[config.mk]
export PLATFORM = sky130hd
export DESIGN_NAME = multicycle_controller
export DESIGN_NICKNAME = d
export VERILOG_FILES = /design/src/rtl/multicycle_controller.sv
export SDC_FILE = /design/constraint.sdc
export NUM_CORES = 1
export LEC_CHECK = 0
export ABC_AREA = 1
export CORE_MARGIN = 3
export CORE_UTILIZATION = 48
export DETAILED_ROUTE_END_ITERATION = 6
export PLACE_DENSITY = 0.8
export SYNTH_ARGS = -nofsm -noshare
export SYNTH_HDL_FRONTEND = slang
export SYNTH_SLANG_ARGS = --single-unit
[constraint.sdc]
create_clock -name clk -period 4.1 [get_ports clk]
set_input_delay 1.23 -clock clk [delete_from_list [all_inputs] [get_ports clk]]
set_output_delay 1.23 -clock clk [all_outputs]
set_load 0.02 [all_outputs]
[src/rtl/multicycle_controller.sv]
// Main control FSM for the multicycle MIPS core: sequences fetch/decode/execute/
// memory/write-back cycles and drives every datapath enable, mux select and alu_case.
module multicycle_controller #(
  parameter bit WAIT_MEM = 1'b1
) (
  input  logic       clk,
  input  logic       rst,
  input  logic [5:0] opcode,
  input  logic       zero,
  input  logic       mem_ready,
  output logic       pc_write,
  output logic       i_or_d,
  output logic       mem_read,
  output logic       mem_write,
  output logic       ir_write,
  output logic       reg_dst,
  output logic       mem_to_reg,
  output logic       reg_write,
  output logic       alu_src_a,
  output logic [1:0] alu_src_b,
  output logic       imm_zext,
  output logic [1:0] pc_src,
  output logic [1:0] alu_case,
  output logic       inst_done,
  output logic       illegal_op
);

  localparam logic [3:0] FETCH    = 4'd0;
  localparam logic [3:0] DECODE   = 4'd1;
  localparam logic [3:0] MEM_ADDR = 4'd2;
  localparam logic [3:0] MEM_RD   = 4'd3;
  localparam logic [3:0] MEM_WB   = 4'd4;
  localparam logic [3:0] MEM_WR   = 4'd5;
  localparam logic [3:0] R_EXEC   = 4'd6;
  localparam logic [3:0] R_WB     = 4'd7;
  localparam logic [3:0] BRANCH   = 4'd8;
  localparam logic [3:0] IMM_EXEC = 4'd9;
  localparam logic [3:0] IMM_WB   = 4'd10;
  localparam logic [3:0] JUMP     = 4'd11;

  localparam logic [5:0] OP_R    = 6'b000000;
  localparam logic [5:0] OP_LW   = 6'b100011;
  localparam logic [5:0] OP_SW   = 6'b101011;
  localparam logic [5:0] OP_BEQ  = 6'b000100;
  localparam logic [5:0] OP_BNE  = 6'b000101;
  localparam logic [5:0] OP_ADDI = 6'b001000;
  localparam logic [5:0] OP_ANDI = 6'b001100;
  localparam logic [5:0] OP_J    = 6'b000010;

  logic [3:0] state_q, state_d;
  logic [5:0] op_q;
  logic       ready;

  assign ready = WAIT_MEM ? mem_ready : 1'b1;

  always_ff @(posedge clk) begin
    if (!rst) begin
      state_q <= FETCH;
      op_q    <= '0;
    end else begin
      state_q <= state_d;
      if (state_q == DECODE) op_q <= opcode;
    end
  end

  // Outputs stay at their zero defaults whenever rst is low, regardless of state.
  always_comb begin
    state_d    = state_q;
    pc_write   = 1'b0;
    i_or_d     = 1'b0;
    mem_read   = 1'b0;
    mem_write  = 1'b0;
    ir_write   = 1'b0;
    reg_dst    = 1'b0;
    mem_to_reg = 1'b0;
    reg_write  = 1'b0;
    alu_src_a  = 1'b0;
    alu_src_b  = 2'b00;
    imm_zext   = 1'b0;
    pc_src     = 2'b00;
    alu_case   = 2'b00;
    inst_done  = 1'b0;
    illegal_op = 1'b0;
    if (rst) begin
      case (state_q)
        FETCH: begin
          mem_read  = 1'b1;
          alu_src_b = 2'b01;
          if (ready) begin
            pc_write = 1'b1;
            ir_write = 1'b1;
            state_d  = DECODE;
          end
        end
        DECODE: begin
          alu_src_b = 2'b11;
          case (opcode)
            OP_LW, OP_SW:     state_d = MEM_ADDR;
            OP_R:             state_d = R_EXEC;
            OP_BEQ, OP_BNE:   state_d = BRANCH;
            OP_ADDI, OP_ANDI: state_d = IMM_EXEC;
            OP_J:             state_d = JUMP;
            default: begin
              state_d    = FETCH;
              illegal_op = 1'b1;
              inst_done  = 1'b1;
            end
          endcase
        end
        MEM_ADDR: begin
          alu_src_a = 1'b1;
          alu_src_b = 2'b10;
          if (op_q == OP_LW)      state_d = MEM_RD;
          else if (op_q == OP_SW) state_d = MEM_WR;
          else                    state_d = FETCH;
        end
        MEM_RD: begin
          mem_read = 1'b1;
          i_or_d   = 1'b1;
          if (ready) state_d = MEM_WB;
        end
        MEM_WB: begin
          reg_write  = 1'b1;
          mem_to_reg = 1'b1;
          inst_done  = 1'b1;
          state_d    = FETCH;
        end
        MEM_WR: begin
          mem_write = 1'b1;
          i_or_d    = 1'b1;
          if (ready) begin
            inst_done = 1'b1;
            state_d   = FETCH;
          end
        end
        R_EXEC: begin
          alu_src_a = 1'b1;
          alu_case  = 2'b10;
          state_d   = R_WB;
        end
        R_WB: begin
          reg_write = 1'b1;
          reg_dst   = 1'b1;
          inst_done = 1'b1;
          state_d   = FETCH;
        end
        BRANCH: begin
          alu_src_a = 1'b1;
          alu_case  = 2'b01;
          pc_src    = 2'b01;
          inst_done = 1'b1;
          pc_write  = (op_q == OP_BNE) ? ~zero : zero;
          state_d   = FETCH;
        end
        IMM_EXEC: begin
          alu_src_a = 1'b1;
          alu_src_b = 2'b10;
          if (op_q == OP_ANDI) begin
            alu_case = 2'b11;
            imm_zext = 1'b1;
          end
          state_d = IMM_WB;
        end
        IMM_WB: begin
          reg_write = 1'b1;
          inst_done = 1'b1;
          state_d   = FETCH;
        end
        JUMP: begin
          pc_write  = 1'b1;
          pc_src    = 2'b10;
          inst_done = 1'b1;
          state_d   = FETCH;
        end
        default: state_d = FETCH;
      endcase
    end
  end

endmodule

==> results of run 1 <==
==> critical path, stage by stage <==
cell and delay, ns:
clkdlybuf4s50_1 0.48, clkinv_1 0.10, buf_4 0.20, a21oi_1 0.16, clkdlybuf4s50_1 0.62
==> Yosys cell counts, types with 2 or more instances <==
library cell,count,share of area
o21ai_0,7,0.041
nand2_1,31,0.14
nand3_1,18,0.11
nor3_1,4,0.023
nor2_2,2,0.015
a21oi_1,16,0.094
inv_2,4,0.018
inv_1,21,0.092
dfxtp_1,10,0.23
nand4_1,2,0.015
nor2_1,30,0.13
==> cells by family after synthesis <==
group           after synthesis  synth area share
compound gates               25             0.151
buf+inv                      29             0.132
flops                        10             0.235
simple gates                 91             0.482
==> registers in the layout (all words and copies together), names as in the netlist <==
name / count
op_q: 6
state_q: 4
==> per-stage QoR <==
stage                     total power, mW  area (µm²)  cells   util  setup WS [ns]
after global routing                0.294        1230    216  0.775        0.00576
after detailed placement            0.211        1210    213  0.761        -0.0641
after CTS                           0.279        1230    216  0.773         0.0854
after floorplan                     0.172         853    155      -          0.706
final                               0.280        1230    216  0.775         0.0769
after global placement              0.208        1210    213  0.761        -0.0214
==> repair_timing <==
| item | in CTS | in global routing |
|---|---|---|
| resized for setup | 2 | 1 |
| hold buffers | 0 | 0 |
| setup endpoints to repair | 2 | 1 |
==> report_power, final <==
group | total, mW | switching [mW] | internal (mW)
Sequential | 0.114 | 0.00794 | 0.106
Combinational | 0.0961 | 0.0574 | 0.0387
Clock | 0.0703 | 0.0363 | 0.0340
Total | 0.280 | 0.102 | 0.178
==> layer usage <==
metal	vias to the layer above	global-route usage	wire [µm]
met5	-	0	0
met1	504	0.298	1100
met2	55	0.435	1190
li1	573	-	-
met3	7	0.0221	184
met4	0	0.0968	63
==> layout make-up <==
cell class	instances	area, µm²	share of cell area
Multi-Input combinational cell	116	543	0.440
Timing Repair Buffer	36	335	0.272
Sequential cell	10	200	0.162
Inverter	27	104	0.0841
Tap cell	24	30.0	0.0243
Clock buffer	3	22.5	0.0182
==> worst paths after layout <==
check	start	cells after the start	to	slack (ns)
worst max register to register	state_q[0]$_SDFFE_PN0P_	9	state_q[1]$_SDFFE_PN0P_	2.81
worst min-delay path	op_q[0]$_SDFFE_PN0P_	2	op_q[0]$_SDFFE_PN0P_	0.51
worst min register to register	op_q[0]$_SDFFE_PN0P_	2	op_q[0]$_SDFFE_PN0P_	0.51
worst max-delay path	rst	5	mem_read	0.08
==> results.toml, run 1 <==
[grt]
grt_pass1_wl_um = 4030
grt_pass1_vias = 1012
grt_max_degree = 17
grt_overflow = 0
grt_use_total = 0.244
antenna_found_initial = 0

[synth]
ys.warnings.count = 0
async_reset_ff_frac = 0
avgSynthCellArea_um2 = 5.51
ys_seq_elements = 10
synthFlopType = "dfxtp_1"
syn_nets = 165
syn_inst = 155
synth_edf_count = 0
ys_seq_area_frac = 0.235
synth.distinct_cells = 21
netlist_area_um2 = 853

[die]
ioPinCount = 28
initial_core_util = 0.535
row_count = 14
die_area_mm2 = 0.00232
die_w_um = 48.2
die_h_um = 48.2
coreArea_mm2 = 0.00159

[critical_path]
cp.arrival_ns = 2.79
path_class = "in -> out"
critPathLaunchType = "input port"
endpoint_kind = "primary output"
cp.required_ns = 2.87
worst-path-max-fanout = 16

[final_layout]
layout.cells.most_common_list = "nand2_1, nor2_1, clkdlybuf4s50_1, inv_1, nand3_1"
nets = 204
drive_gt1_frac = 0.120
final_common_cell = "nand2_1"
diodes = 0
syn_to_final_growth_pct = 44.7
fillers = 132

[clocking]
numCtsBuffers = 3
post_cts_buffers = 0
cts_sinks = 10
cts_max_level = 1
clk_root_buffer_cell = "clkbuf_4"
cts_buffer_depth = 2
cts_tree = "built"
clkLatencyLatePin_ns = 0.27
clk_pin_slew_ns = 0.07

[timing]
min_period_ns = 4.02
worst_pin_slew_ns = 0.276
relSlewSlack = 0.814
skew_ns = 0.00151
max_freq_ghz = 0.249
timing.final.max_slew_violations = 0
setup_viol = 0
hold_viol_final = 0
rsz0062_at_grt = "no"
tns_ns = 0
period_share = 0.981
hold_slack_ns = 0.511

[route]
drtIter0Drc = 33
avgRoutedWirePerCell_um = 11.8
firstDrtPassIters = 4
drt_wl_total_um = 2540
ant_nets = 0
viasPerCell = 5.27
drc = 0
num_vias = 1139

[worst_hold_path]
min_path_type = "reg -> reg"

[place]
dp_hpwl_um = 2080
place_congestion = 0.833
io_buffers = 27

[power_and_ir_drop]
peakVddDrop_mv = 0.235
power_density_mw_per_mm2 = 227
cellLeakagePower_nw = 0.585

[job]
drv_cap = 0

[outcome]
outcome = "complete, no violations"
No activity file was read; power rests on OpenSTA's default activity.
==> inputs of run 2 (changes only) <==
--- a/config.mk
+++ b/config.mk
@@ -9,7 +9,7 @@
 export CORE_MARGIN = 3
 export CORE_UTILIZATION = 48
 export DETAILED_ROUTE_END_ITERATION = 6
-export PLACE_DENSITY = 0.8
+export PLACE_DENSITY = 0.83
 export SYNTH_ARGS = -nofsm -noshare
 export SYNTH_HDL_FRONTEND = slang
 export SYNTH_SLANG_ARGS = --single-unit
==> run 2 against run 1 <==
Effect of this change: highest routed layer unchanged; cell area is 1.5% higher; largest cell class unchanged; flip-flop and latch count is the same; first-iteration DRC count is 9.1% higher.
==> results.toml, run 2 (synthesized netlist as in run 1, its figures left out) <==
[outcome]
outcome = "complete, no violations"

[place]
place_congestion = 0.941
io_buffers = 27
postPlaceCellArea_mm2 = 0.00121
dp_hpwl_um = 2040

[route]
ant_nets = 0
viasPerCell = 5.36
avgRoutedWirePerCell_um = 11.9
drc = 0
num_vias = 1164
firstDrtPassIters = 4
drtIter0Drc = 36
drt_wl_total_um = 2570

[power_and_ir_drop]
p_total_mw = 0.306
cellLeakagePower_nw = 0.620
power_density_mw_per_mm2 = 244
peakVddDrop_mv = 0.235

[grt]
grt_pass1_wl_um = 3930
grt_overflow = 0
grt_use_total = 0.249
grt_pass1_vias = 971
grt_max_degree = 18
antenna_found_initial = 0

[die]
ioPinCount = 28
initial_core_util = 0.535
die_area_mm2 = 0.00232
coreArea_mm2 = 0.00159
die_h_um = 48.2
row_count = 14
die_w_um = 48.2

[final_layout]
fillers = 116
largest_register = "op_q"
final_common_cell = "nand2_1"
nets = 204
largest_reg_flops = 6
drive_gt1_frac = 0.124
fin_area_mm2 = 0.00125
reg.largest.list = "op_q x6, state_q x4"
syn_to_final_growth_pct = 46.9
diodes = 0
layout.cells.most_common_list = "nand2_1, nor2_1, clkdlybuf4s50_1, inv_1, nand3_1"

[clocking]
cts_tree = "built"
cts_sinks = 10
numCtsBuffers = 3
clk_root_buffer_cell = "clkbuf_4"
clk_pin_slew_ns = 0.07
cts_max_level = 1
cts_hold_buf = 0
clkLatencyLatePin_ns = 0.28
cts_buffer_depth = 2

[worst_hold_path]
min_path_type = "reg -> reg"

[critical_path]
endpoint_kind = "primary output"
critPathLaunchType = "input port"
cp.arrival_ns = 2.76
cp_slowest_cell = "clkdlybuf4s50_1"
worst-path-max-fanout = 17
path_cells = "clkdlybuf4s50_1 > clkinv_1 > buf_4 > a31oi_1 > clkdlybuf4s50_1"
cp.required_ns = 2.87
cpMostUsedCell = "clkdlybuf4s50_1"
max_stage_delay_ns = 0.62
path_class = "in -> out"

[timing]
relSlewSlack = 0.793
setup_viol = 0
worst_pin_slew_ns = 0.308
min_period_ns = 3.99
max_freq_ghz = 0.250
period_share = 0.974
rsz0062_at_grt = "no"
hold_viol_final = 0
timing.final.max_slew_violations = 0
skew_ns = 0.000527

[job]
drv_cap = 0
[run 2: power by group]
part	leakage [nW]	switching (mW)	internal, mW
clock network	0.0210	0.0421	0.0542
registers	0.0821	0.00750	0.106
logic	0.517	0.0579	0.0386
total	0.620	0.108	0.198
[run 2: through the flow]
stage	util	cells	setup WS (ns)	setup TNS, ns	hold WS [ns]
2_1_floorplan	-	155	0.706	0	0.477
3_3_place_gp	0.761	213	-0.0264	-0.0281	0.502
3_5_place_dp	0.761	213	-0.0750	-0.102	0.505
4_1_cts	0.782	217	0.0598	0	0.515
5_1_grt	0.786	217	0.0124	0	0.560
6_report	0.786	217	0.106	0	0.517
[run 2: path summary, 6_finish.rpt]
| kind | slack, ns | to | depth (start not counted) | from |
|---|---|---|---|---|
| min | 0.52 | op_q[0]$_SDFFE_PN0P_ | 2 | op_q[0]$_SDFFE_PN0P_ |
| min reg2reg | 0.52 | op_q[0]$_SDFFE_PN0P_ | 2 | op_q[0]$_SDFFE_PN0P_ |
| max reg2reg | 2.76 | state_q[1]$_SDFFE_PN0P_ | 9 | state_q[0]$_SDFFE_PN0P_ |
| max | 0.11 | alu_src_b[1] | 5 | rst |
[run 2: timing repair]
item,in CTS,in global routing
pin swaps,0,0
cloned,0,0
gates resized for setup,2,3
setup buffers,0,0
endpoints found under the setup margin,2,3
[run 2: cell type report]
cell class | count | area [µm²] | share of cell area
Inverter | 27 | 104 | 0.0828
Multi-Input combinational cell | 116 | 543 | 0.433
Sequential cell | 10 | 200 | 0.160
Clock buffer | 4 | 36.3 | 0.0289
Timing Repair Buffer | 36 | 340 | 0.271
Tap cell | 24 | 30.0 | 0.0240
[run 2: worst max-delay path, delay by kind of cell]
kind	cells	cell delay, ns
AO/OA/AOI/OAI	1	0.15
buffers and inverters	4	1.37
[run 2: per-layer routing]
layer | track usage | share of wire
met2 | 0.396 | 0.46
met4 | 0.156 | 0.030
met5 | 0 | 0
met3 | 0.0775 | 0.10
met1 | 0.287 | 0.41
==> inputs of run 3 (changes only) <==
--- a/config.mk
+++ b/config.mk
@@ -6,9 +6,11 @@
 export NUM_CORES = 1
 export LEC_CHECK = 0
 export ABC_AREA = 1
+export CAP_MARGIN = 20
 export CORE_MARGIN = 3
 export CORE_UTILIZATION = 48
 export DETAILED_ROUTE_END_ITERATION = 6
+export MAX_ROUTING_LAYER = met4
 export PLACE_DENSITY = 0.83
 export SYNTH_ARGS = -nofsm -noshare
 export SYNTH_HDL_FRONTEND = slang
==> run 3 against run 2 <==
Effect of this change: sequential share of layout area is the same; sequential power hardly changed; core utilization is the same; die area stayed put; clock skew rose by 0.00067 ns; cell area unchanged; critical path type unchanged; largest cell class unchanged; largest power group unchanged.
==> results.toml, run 3 (synthesized netlist as in run 1, its figures left out) <==
[job]
drv_cap = 0

[timing]
max_freq_ghz = 0.250
hold_viol_final = 0
min_period_ns = 4.00
rsz0062_at_grt = "no"
period_share = 0.976
setup_viol = 0
worst_pin_slew_ns = 0.310
relSlewSlack = 0.792
timing.final.max_slew_violations = 0
skew_ns = 0.00120
fin_ws_ns = 0.100

[power_and_ir_drop]
pwr-share-clk = 0.309
power_density_mw_per_mm2 = 242
seqPwrFrac = 0.373
cellInternalPower_mw = 0.198
cellLeakagePower_nw = 0.620
power.switching_mw = 0.105
p_total_mw = 0.303
switching_share = 0.346
power_frac_comb = 0.318
peakVddDrop_mv = 0.232

[final_layout]
drive_gt1_frac = 0.124
reg.largest.list = "op_q x6, state_q x4"
fillers = 116
layout.cells.most_common_list = "nand2_1, nor2_1, clkdlybuf4s50_1, inv_1, nand3_1"
largest_reg_flops = 6
final_common_cell = "nand2_1"
nets = 204
syn_to_final_growth_pct = 46.9
diodes = 0
largest_register = "op_q"

[die]
die_area_mm2 = 0.00232
ioPinCount = 28
die_w_um = 48.2
coreArea_mm2 = 0.00159
row_count = 14
die_h_um = 48.2
initial_core_util = 0.535

[critical_path]
path_class = "in -> out"
rr_startpoint = "state_q[0]$_SDFFE_PN0P_"
critPathLaunchType = "input port"
crit_end = "alu_src_b[1]"
worst-path-max-fanout = 17
r2r_end = "op_q[3]$_SDFFE_PN0P_"
crit_cells = 5
path_cells = "clkdlybuf4s50_1 > clkinv_1 > buf_4 > a31oi_1 > clkdlybuf4s50_1"
endpoint_kind = "primary output"
max_stage_delay_ns = 0.62
cpMostUsedCell = "clkdlybuf4s50_1"
path_buf_inv = 4
reg2reg_depth = 7
cp.required_ns = 2.87
crit_start = "rst"
reg2reg_slack_ns = 2.79
cp.arrival_ns = 2.77
cp_slowest_cell = "clkdlybuf4s50_1"
crit_family = "buffers and inverters"

[clocking]
cts_hold_buf = 0
clk_root_buffer_cell = "clkbuf_4"
cts_buffer_depth = 2
numCtsBuffers = 3
clkLatencyLatePin_ns = 0.28
cts_tree = "built"
clk_pin_slew_ns = 0.07
cts_sinks = 10
cts_max_level = 1

[route]
drt_wl_total_um = 2540
drc = 0
firstDrtPassIters = 4
avgRoutedWirePerCell_um = 11.7
drtIter0Drc = 36
ant_nets = 0
viasPerCell = 5.33
num_vias = 1157

[grt]
grt_pass1_vias = 975
antenna_found_initial = 0
grt_overflow = 0
grt_use_total = 0.254
grt_pass1_wl_um = 3920
grt_max_degree = 18

[outcome]
outcome = "complete, no violations"

[place]
io_buffers = 27
pre_cts_ws_ns = -0.0750
place_congestion = 0.958
dp_hpwl_um = 2040

[worst_hold_path]
min_path_type = "reg -> reg"
## run 3: cell counts in the layout (fill, tap and decap cells not counted)
No cell type changed its count.
## run 3: power groups by stage
stage                     Combinational [mW]  Sequential (mW)  Clock, mW
after global placement                0.0930            0.115          0
after CTS                             0.0956            0.113     0.0940
final                                 0.0965            0.113     0.0936
after global routing                   0.106            0.114      0.101
after floorplan                       0.0585            0.114          0
after detailed placement              0.0957            0.115          0
## run 3: what timing repair did
action                     CTS  global route
resized for setup            2             3
setup endpoints to repair    2             3
setup buffers                0             0
## run 3: worst min path at each step
| stage | slack (ns) | cells after the start | from | end |
|---|---|---|---|---|
| after floorplan | 0.48 | 2 | op_q[3]$_SDFFE_PN0P_ | op_q[3]$_SDFFE_PN0P_ |
| after global placement | 0.50 | 2 | op_q[0]$_SDFFE_PN0P_ | op_q[0]$_SDFFE_PN0P_ |
| after detailed placement | 0.50 | 2 | op_q[0]$_SDFFE_PN0P_ | op_q[0]$_SDFFE_PN0P_ |
| after CTS | 0.51 | 2 | op_q[0]$_SDFFE_PN0P_ | op_q[0]$_SDFFE_PN0P_ |
| after global routing | 0.56 | 2 | op_q[0]$_SDFFE_PN0P_ | op_q[0]$_SDFFE_PN0P_ |
| final | 0.52 | 2 | op_q[0]$_SDFFE_PN0P_ | op_q[0]$_SDFFE_PN0P_ |
## run 3: layout make-up
class / instances / area (µm²) / area share
inverters: 27 / 104 / 0.0828
multi-input cells: 116 / 543 / 0.433
well taps: 24 / 30.0 / 0.0240
repair buffers: 36 / 340 / 0.271
flip-flops and latches: 10 / 200 / 0.160
clock buffers: 4 / 36.3 / 0.0289
## run 3: worst register-to-register path: stages (launching register included)
cell and delay [ns]:
dfxtp_1 0.39, inv_2 0.07, nor2_4 0.14, inv_2 0.08, nor2_8 0.16, inv_4 0.08, o21ai_0 0.21, a21oi_1 0.07
## run 3: per-layer routing
| metal | up-vias | wire length [µm] | global-route usage |
|---|---|---|---|
| li1 | 573 | - | - |
| met1 | 498 | 1060 | 0.287 |
| met2 | 75 | 1140 | 0.396 |
| met3 | 11 | 262 | 0.0664 |
| met4 | 0 | 75 | 0.156 |
| met5 | - | 0 | - |
## run 3: per-stage QoR
stage | hold slack, ns | cell area [µm²] | cells | setup TNS, ns | util
2_1_floorplan | 0.477 | 853 | 155 | 0 | -
4_1_cts | 0.515 | 1250 | 217 | 0 | 0.782
5_1_grt | 0.560 | 1250 | 217 | 0 | 0.786
3_3_place_gp | 0.502 | 1210 | 213 | -0.0281 | 0.761
3_5_place_dp | 0.505 | 1210 | 213 | -0.102 | 0.761
6_report | 0.516 | 1250 | 217 | 0 | 0.786
